===== config.mk =====
export PLATFORM = sky130hd
export DESIGN_NAME = rr_arb_mux
export DESIGN_NICKNAME = d
export VERILOG_FILES = /design/src/rtl/rr_arb_pkg.sv /design/src/rtl/rr_grant.sv /design/src/rtl/rr_arb_mux.sv
export SDC_FILE = /design/constraint.sdc
export NUM_CORES = 1
export LEC_CHECK = 0
export ABC_AREA = 0
export CORE_MARGIN = 4
export CORE_UTILIZATION = 40
export CTS_CLUSTER_SIZE = 10
export DETAILED_ROUTE_END_ITERATION = 8
export HOLD_SLACK_MARGIN = 0.02
export PLACE_DENSITY = 0.95
export SETUP_SLACK_MARGIN = 0.05
export SYNTH_ARGS = -nofsm -noshare
export SYNTH_HDL_FRONTEND = slang
export SYNTH_SLANG_ARGS = --single-unit

===== constraint.sdc =====
create_clock -name CLK -period 4.8 [get_ports CLK]
set_input_delay 0.48 -clock CLK [delete_from_list [all_inputs] [get_ports CLK]]
set_output_delay 0.48 -clock CLK [all_outputs]
set_load 0.005 [all_outputs]

===== src/rtl/rr_arb_pkg.sv =====
// Shared constants for the arbitrating operand mux and the write-back bus arbiter.
package rr_arb_pkg;

  localparam logic MODE_FIXED = 1'b0;
  localparam logic MODE_RR    = 1'b1;

  localparam int unsigned DEFAULT_WIDTH  = 16;
  localparam int unsigned DEFAULT_NUM_IN = 4;

endpackage


===== src/rtl/rr_grant.sv =====
// Combinational grant encoder: fixed priority from index 0, or round-robin starting at ptr.
module rr_grant
  import rr_arb_pkg::*;
#(
  parameter  int unsigned NUM_IN = DEFAULT_NUM_IN,
  localparam int unsigned SEL_W  = $clog2(NUM_IN)
) (
  input  logic [NUM_IN-1:0] req,
  input  logic [SEL_W-1:0]  ptr,
  input  logic              mode,
  output logic [SEL_W-1:0]  gnt_idx,
  output logic              any
);

  logic [2*NUM_IN-1:0] req_dbl;
  logic [SEL_W-1:0]    start;
  logic                found;

  // The upper copy covers the wrapped part of the search, so indices below start are
  // still reachable, just at lower priority.
  assign req_dbl = {req, req};
  assign start   = (mode == MODE_RR) ? ptr : '0;
  assign any     = |req;

  always_comb begin
    gnt_idx = '0;
    found   = 1'b0;
    for (int i = 0; i < 2 * NUM_IN; i++) begin
      if (!found && req_dbl[i] && (i >= int'(start))) begin
        found   = 1'b1;
        gnt_idx = SEL_W'(i % NUM_IN);
      end
    end
  end

endmodule


===== src/rtl/rr_arb_mux.sv =====
// N-input arbitrating mux with a single registered output stage and valid/ready handshake.
module rr_arb_mux
  import rr_arb_pkg::*;
#(
  parameter  int unsigned WIDTH  = DEFAULT_WIDTH,
  parameter  int unsigned NUM_IN = DEFAULT_NUM_IN,
  localparam int unsigned SEL_W  = $clog2(NUM_IN)
) (
  input  logic                    CLK,
  input  logic                    RST,
  input  logic                    MODE,
  input  logic [NUM_IN*WIDTH-1:0] D,
  input  logic [NUM_IN-1:0]       D_VALID,
  output logic [NUM_IN-1:0]       D_READY,
  output logic [WIDTH-1:0]        Y,
  output logic [SEL_W-1:0]        Y_SEL,
  output logic                    Y_VALID,
  input  logic                    Y_READY
);

  logic [WIDTH-1:0] y_q;
  logic [SEL_W-1:0] y_sel_q;
  logic             y_valid_q;
  logic [SEL_W-1:0] ptr_q;

  logic [SEL_W-1:0] gnt_idx;
  logic             any;
  logic             load;
  logic [WIDTH-1:0] sel_data;

  rr_grant #(
    .NUM_IN (NUM_IN)
  ) u_grant (
    .req     (D_VALID),
    .ptr     (ptr_q),
    .mode    (MODE),
    .gnt_idx (gnt_idx),
    .any     (any)
  );

  // Empty stage or a draining beat both free the register this edge.
  assign load = ~y_valid_q | Y_READY;

  assign D_READY = (!RST && load && any) ? (NUM_IN'(1) << gnt_idx) : '0;

  // Lane select by compare so only the granted lane can reach Y.
  always_comb begin
    sel_data = '0;
    for (int i = 0; i < NUM_IN; i++) begin
      if (gnt_idx == SEL_W'(i)) begin
        sel_data = D[i*WIDTH +: WIDTH];
      end
    end
  end

  always_ff @(posedge CLK) begin
    if (RST) begin
      y_q       <= '0;
      y_sel_q   <= '0;
      y_valid_q <= 1'b0;
      ptr_q     <= '0;
    end else if (load) begin
      if (any) begin
        y_q       <= sel_data;
        y_sel_q   <= gnt_idx;
        y_valid_q <= 1'b1;
        if (MODE == MODE_RR) begin
          ptr_q <= (gnt_idx == SEL_W'(NUM_IN - 1)) ? '0 : gnt_idx + 1'b1;
        end
      end else begin
        y_valid_q <= 1'b0;
      end
    end
  end

  assign Y       = y_q;
  assign Y_SEL   = y_sel_q;
  assign Y_VALID = y_valid_q;

endmodule


## After elaboration in Yosys (flattened, before gate mapping)

Index checks and enable logic that the tools add are counted.
Widths: inputs -> output; s select.

| cells by class | value |
|---|---|
| add/subtract/negate cells | 1 |
| order comparisons | 3 |
| equal/unequal tests | 3 |
| shift operators | 1 |
| muxes and demuxes | 22 |
| bitwise gates (word level) | 2 |
| reductions and logical operators | 24 |

Operators with widths:

| operator | count |
|---|---|
| $mux 16 | 4 |
| $mux 2 | 8 |
| $logic_and 1x1->1 | 12 |
| $mux 1 | 9 |
| $logic_not 1->1 | 8 |
| $eq 2x2->1 const B | 2 |
| $ge 1x2->1 const A | 2 |
| $mux 4 | 1 |
| $reduce_or 4->1 | 1 |
| $shl 1x2->4 const A | 1 |
| $reduce_and 3->1 | 1 |
| $add 2x1->2 const B | 1 |
| $eq 2x1->1 const B | 1 |
| $ge 2x2->1 const A | 1 |
| $logic_not 2->1 | 1 |
| $reduce_and 2->1 | 1 |
| $not 1->1 | 1 |
| $or 1x1->1 | 1 |

| word-level totals | value |
|---|---|
| flip-flop bits (word level) | 21 |
| output and inout bits | 23 |

## Depth between registers and ports, before layout

| logic depth | value |
|---|---|
| word-level depth | 32 |
| mapped depth | 12 |
| gate-level depth less buffers | 9 |

## Hierarchy

From an unflattened synthesis, not the netlist that was laid out.

| second synthesis, totals | value |
|---|---|
| cell total of the unflattened synthesis | 202 |
| area, all modules | 1,642.8 µm² |

Modules (own cells, without submodules):

| module | times used | cells an instance | area each (µm²) | seq. area each (µm²) |
|---|---|---|---|---|
| rr_arb_mux | 1 | 184 | 1,529.0 | 420.4 |
| rr_grant | 1 | 18 | 113.9 | 0.0 |

## Worst setup path after synthesis

No wires, ideal clock.

| timing path | value |
|---|---|
| path type | in2reg |
| start | in MODE |
| end | reg y_q[5], in the netlist Y[5] |
| arrival time | 3,004 ps |
| data required time | 4,714 ps |
| setup slack | 1,710 ps |
| stages on the path | 12 |
| buffers on the path | 3 |
| path through | buf_2 -> and4b_1 -> or4_4 -> a211oi_4 -> inv_1 -> ha_1 -> clkbuf_1 -> clkinv_1 -> buf_1 -> nor2_1 -> o31a_1 -> a211oi_1 |

| between the ends | value |
|---|---|
| longest elaborated chain between the ends | 32 |
| elaborated cells on any way between the ends | 43 |

Ends and longest elaborated chain:

| element | line | source |
|---|---|---|
| start, declared | rr_arb_mux.sv:11 | `input logic MODE,` |
| $mux 2 (*) | rr_grant.sv:22 | `assign start = (mode == MODE_RR) ? ptr : '0;` |
| $ge 1x2->1 | rr_grant.sv:29 | `if (!found && req_dbl[i] && (i >= int'(start))) begin` |
| $logic_and 1x1->1 | rr_grant.sv:29 |  |
| $mux 1 | rr_grant.sv:29 |  |
| $logic_not 1->1 | rr_grant.sv:29 |  |
| $logic_and 1x1->1 (2 in a row) | rr_grant.sv:29 |  |
| $mux 1 | rr_grant.sv:29 |  |
| $logic_not 1->1 | rr_grant.sv:29 |  |
| [14 not listed] | - |  |
| $mux 1 | rr_grant.sv:29 |  |
| $logic_not 1->1 | rr_grant.sv:29 |  |
| $logic_and 1x1->1 | rr_grant.sv:29 |  |
| $mux 2 (*) | rr_grant.sv:29 |  |
| named net gnt_idx[0] | rr_arb_mux.sv:26 | `logic [SEL_W-1:0] gnt_idx;` |
| $logic_not 2->1 | rr_arb_mux.sv:50 | `if (gnt_idx == SEL_W'(i)) begin` |
| $mux 16 (3 in a row) | rr_arb_mux.sv:50 |  |
| $mux 16 (*) | rr_arb_mux.sv:50 |  |
| end signal, assigned | rr_arb_mux.sv:64 | `y_q <= sel_data;` |
| end, declared | rr_arb_mux.sv:21 | `logic [WIDTH-1:0] y_q;` |

Mark *: on every way through the listed nets, which the timed path passes. The rest lies on a longest branch.
A chain may end at the register's enable or synchronous reset.

## Worst setup path in the final report

| timing path | value |
|---|---|
| start | in D_VALID[1] |
| end | out D_READY[2] |

| between the ends | value |
|---|---|
| longest elaborated chain between the ends | 24 |
| elaborated cells on any way between the ends | 32 |

Ends and longest elaborated chain:

| element | line | source |
|---|---|---|
| start, declared | rr_arb_mux.sv:13 | `input logic [NUM_IN-1:0] D_VALID,` |
| $logic_and 1x1->1 (2 in a row) | rr_grant.sv:29 |  |
| $mux 1 | rr_grant.sv:29 |  |
| $logic_not 1->1 | rr_grant.sv:29 |  |
| $logic_and 1x1->1 (2 in a row) | rr_grant.sv:29 |  |
| $mux 1 | rr_grant.sv:29 |  |
| $logic_not 1->1 | rr_grant.sv:29 |  |
| $logic_and 1x1->1 | rr_grant.sv:29 |  |
| $mux 1 | rr_grant.sv:29 |  |
| [7 not listed] | - |  |
| $logic_and 1x1->1 | rr_grant.sv:29 |  |
| $mux 1 | rr_grant.sv:29 |  |
| $logic_not 1->1 | rr_grant.sv:29 |  |
| $logic_and 1x1->1 | rr_grant.sv:29 |  |
| $mux 2 (*) | rr_grant.sv:29 |  |
| named net gnt_idx[0] | rr_arb_mux.sv:26 |  |
| $shl 1x2->4 (*) | rr_arb_mux.sv:44 | `assign D_READY = (!RST && load && any) ? (NUM_IN'(1) << gnt_idx) : '0;` |
| $mux 4 (*) | rr_arb_mux.sv:44 |  |
| end, declared | rr_arb_mux.sv:14 | `output logic [NUM_IN-1:0] D_READY,` |

Marks and branches as above.

==> key figures <==
CTS
  • Clk slew on worst S/H paths: 0.08 ns
  • CTS tree: built
  • Clock Latency Late Sink: ~0.26 ns
  • Htree depth: 1
  • Clk sinks: 21
  • Post-CTS setup buffer count: 0
  • Hold buffers post-CTS: 0
  • CTS Buf Count: 3
  • CTS resizes: 0
  • CTS Buffer Depth: 2
  • Clock root cell: clkbuf_8

Global routing
  • First-pass GRT wire length: 8.29 mm
  • Total global-route track usage: 0.202
  • Pin count of the biggest net entering global routing: 34
  • Initial antenna violation count: 0
  • GRT overflow: 0
  • Vias in the first global route: 1814

Min path
  • WHS Endpoint: Y[9]
  • Origin of the worst min-delay path: Y[9]
  • Hold Path Cell Cnt: 2
  • Min-delay worst type: reg2reg

Route
  • Wirelength per Cell: 15.2 µm
  • Via count: 1763
  • Met3 wire length: 496 µm
  • DR top layer: met4
  • DR vias/cell: 5.51
  • Pre-Repair DR Iteration Count: 4
  • Final wirelength: 4.88 mm
  • Antenna viol nets, final: 0
  • Met2 Wirelength: between 2 and 2.5 mm
  • M1 WL: 2.05 mm
  • Remaining DRCs: 0
  • Initial DRC count: 125

Power and ir drop
  • Pwr Density: around 230 nW/µm²
  • Peak supply drop: 144 µV
  • Share of power burned in the clock network: 0.207
  • NetSw: 0.175 mW
  • P_leak: approximately 0.91 nW
  • Sw Share: 0.303
  • Combinational share of power: 0.431
  • Internal: 0.402 mW
  • Sequential power share: 0.362

Yosys
  • Ys flop type: dfxtp_1
  • Syn nets: 265
  • Mapped cell area: ~1500 µm²
  • Mean Syn Cell Area: 8.00 µm²
  • Cells after synthesis: 189
  • Post-synthesis async set-or-reset flop share: 0
  • Yosys cell types: 39
  • Sequential share of the synthesized area: 0.278
  • Synth warn: 0
  • Yosys reg bits: 21
  • Post-synth EDFFs: 0

Timing
  • Final Hold Fails: 0
  • Worst hold slack: ~0.50 ns
  • Clk_skew: 0.00331 ns
  • Period utilization: 0.811
  • RSZ-0062 raised after global routing: false
  • F_max: around 260 MHz
  • Min Tclk post-route: 3.89 ns
  • Worst slew pin tran: 1.07 ns
  • Slew Viols, Final: 0
  • Setup total negative slack: 0 ns
  • Final setup fails: 0
  • Max_slew headroom: 0.285

Critical path
  • Worst Reg2Reg Path Length in Cells: 9
  • Critical path startpoint category: input port
  • Worst setup EP type: output pin
  • Critical-path maximum fanout: 17
  • Reg2Reg Setup Slack: around 1.5 ns
  • WP data arrival: roughly 3.4 ns
  • RR Startpoint: ptr_q[0]
  • Crit Reg-Reg Endpoint: Y[11]
  • Critical Path RT: 4.32 ns
  • Setup CP Type: in2out

Layout
  • N_diodes: 0
  • Area Overhead vs Synth: 64.2%
  • Final instance area: 2480 µm²
  • Area of the multi-input gates: slightly below 1000 µm²
  • Fillers: 329
  • FF+latch area: approximately 420 µm²
  • Ratio of cells with drive above 1 in the final layout: 0.0625
  • # nets final: 349

Floorplanning
  • Full die area: 4830 µm²
  • IO Pins: 95
  • DIE WIDTH: 69.5 µm
  • FP Rows: 22
  • Core Area: 3660 µm²
  • Starting Density: 0.413
  • Die height: just under 70 µm

Placed design
  • HPWL after DPL: 3.66 mm
  • IO buf count: 94
  • Cell Area, Placed: 2440 µm²
  • GP Congestion: roughly 0.8

Run status
  • Status: complete, no violations

Job
  • Total of max-cap violations: 0
-- Yosys cell counts (2+ instances only) --
cell type | count | area [µm²]
a211oi_1 | 12 | 90.1
nor2b_1 | 4 | 25.0
clkbuf_1 | 9 | 33.8
o31a_1 | 15 | 131
buf_6 | 4 | 45.0
a211oi_2 | 4 | 50.1
buf_1 | 2 | 7.51
nor2_1 | 33 | 124
ha_1 | 4 | 50.1
or4_4 | 2 | 22.5
nand2_1 | 20 | 75.1
a21o_1 | 2 | 15.0
a21oi_1 | 3 | 15.0
nand2b_1 | 3 | 18.8
dfxtp_1 | 21 | 420
nor3b_1 | 2 | 15.0
nor3_1 | 2 | 10.0
buf_2 | 4 | 20.0
nand3_1 | 2 | 10.0
and2_1 | 3 | 18.8
a221oi_1 | 15 | 131
nand3b_1 | 3 | 22.5
inv_1 | 4 | 15.0
-- registers in the layout, indices dropped and copies added, names as in the netlist --
register	flops
ptr_q	2
Y_SEL	2
Y	16
Y_VALID	1
-- per-layer routing --
| metal | vias to the layer above | global-route usage |
|---|---|---|
| met4 | 0 | 0.0369 |
| met5 | - | 0 |
| met3 | 4 | 0.0536 |
| li1 | 870 | - |
| met1 | 789 | 0.265 |
| met2 | 100 | 0.334 |
-- how the worst max path moves through the flow --
stage | startpoint | end | slack, ns | cells past startpoint
6_report | D_VALID[1] | D_READY[2] | 0.91 | 9
5_1_grt | D_VALID[1] | D_READY[2] | 0.64 | 9
4_1_cts | D_VALID[1] | D_READY[2] | 0.92 | 9
2_1_floorplan | MODE | Y[5] | 1.71 | 12
3_5_place_dp | D_VALID[1] | Y[9] | 0.83 | 10
3_3_place_gp | D_VALID[1] | Y[2] | 0.97 | 10
-- kinds of logic (layout without fill, tap and decap cells) --
family                   Yosys count  count (layout)  share of synthesized area
buffers and inverters             24             107                     0.0828
AND/OR/NAND/NOR                   79              79                      0.254
flip-flops                        21              21                      0.278
adder cells (fa/ha/maj)            4               4                     0.0331
AO/OA/AOI/OAI                     61              61                      0.352
-- power groups by stage --
stage	combinational [mW]	clock (mW)	sequential [mW]
after floorplan	0.127	0	0.212
after global placement	0.243	0	0.212
after detailed placement	0.249	0	0.213
after CTS	0.250	0.120	0.209
after global routing	0.274	0.129	0.212
final	0.249	0.120	0.209
-- through the flow --
stage / instances / setup WS (ns) / power, mW / utilization
global route: 320 / 0.645 / 0.615 / 0.678
floorplan: 189 / 1.71 / 0.339 / -
global placement: 316 / 0.971 / 0.456 / 0.665
CTS: 320 / 0.918 / 0.579 / 0.678
finish: 320 / 0.906 / 0.577 / 0.678
detailed placement: 316 / 0.833 / 0.461 / 0.665
-- cell usage in the layout, fill, tap and decap left out, types with 3 or more instances in the layout --
master and count:
dfxtp_1 21, o31a_1 15, and2_1 3, a211oi_1 12, a221oi_1 15, ha_1 4
nand3b_1 3, inv_1 4, clkdlybuf4s50_1 94, buf_4 4, a211oi_2 4, nand2b_1 3
nor2b_1 4, clkbuf_8 3, nor2_1 33, nand2_1 20, a21oi_1 3
-- critical path, cell delays in order --
cell	delay, ns
clkdlybuf4s50_1	0.57
nand2b_1	0.27
a221oi_2	0.37
a211oi_4	0.13
inv_1	0.10
ha_1	0.54
clkinv_1	0.18
nor3_1	0.24
clkdlybuf4s50_1	0.54
-- cell type report --
type	instances	area share
repair buffers	98	0.391
clock buffers	3	0.0166
inverters	5	0.00756
clock inverters	1	0.00202
flip-flops and latches	21	0.169
well taps	48	0.0242
multi-input cells	144	0.389
Power figures use the tool's default switching activity.
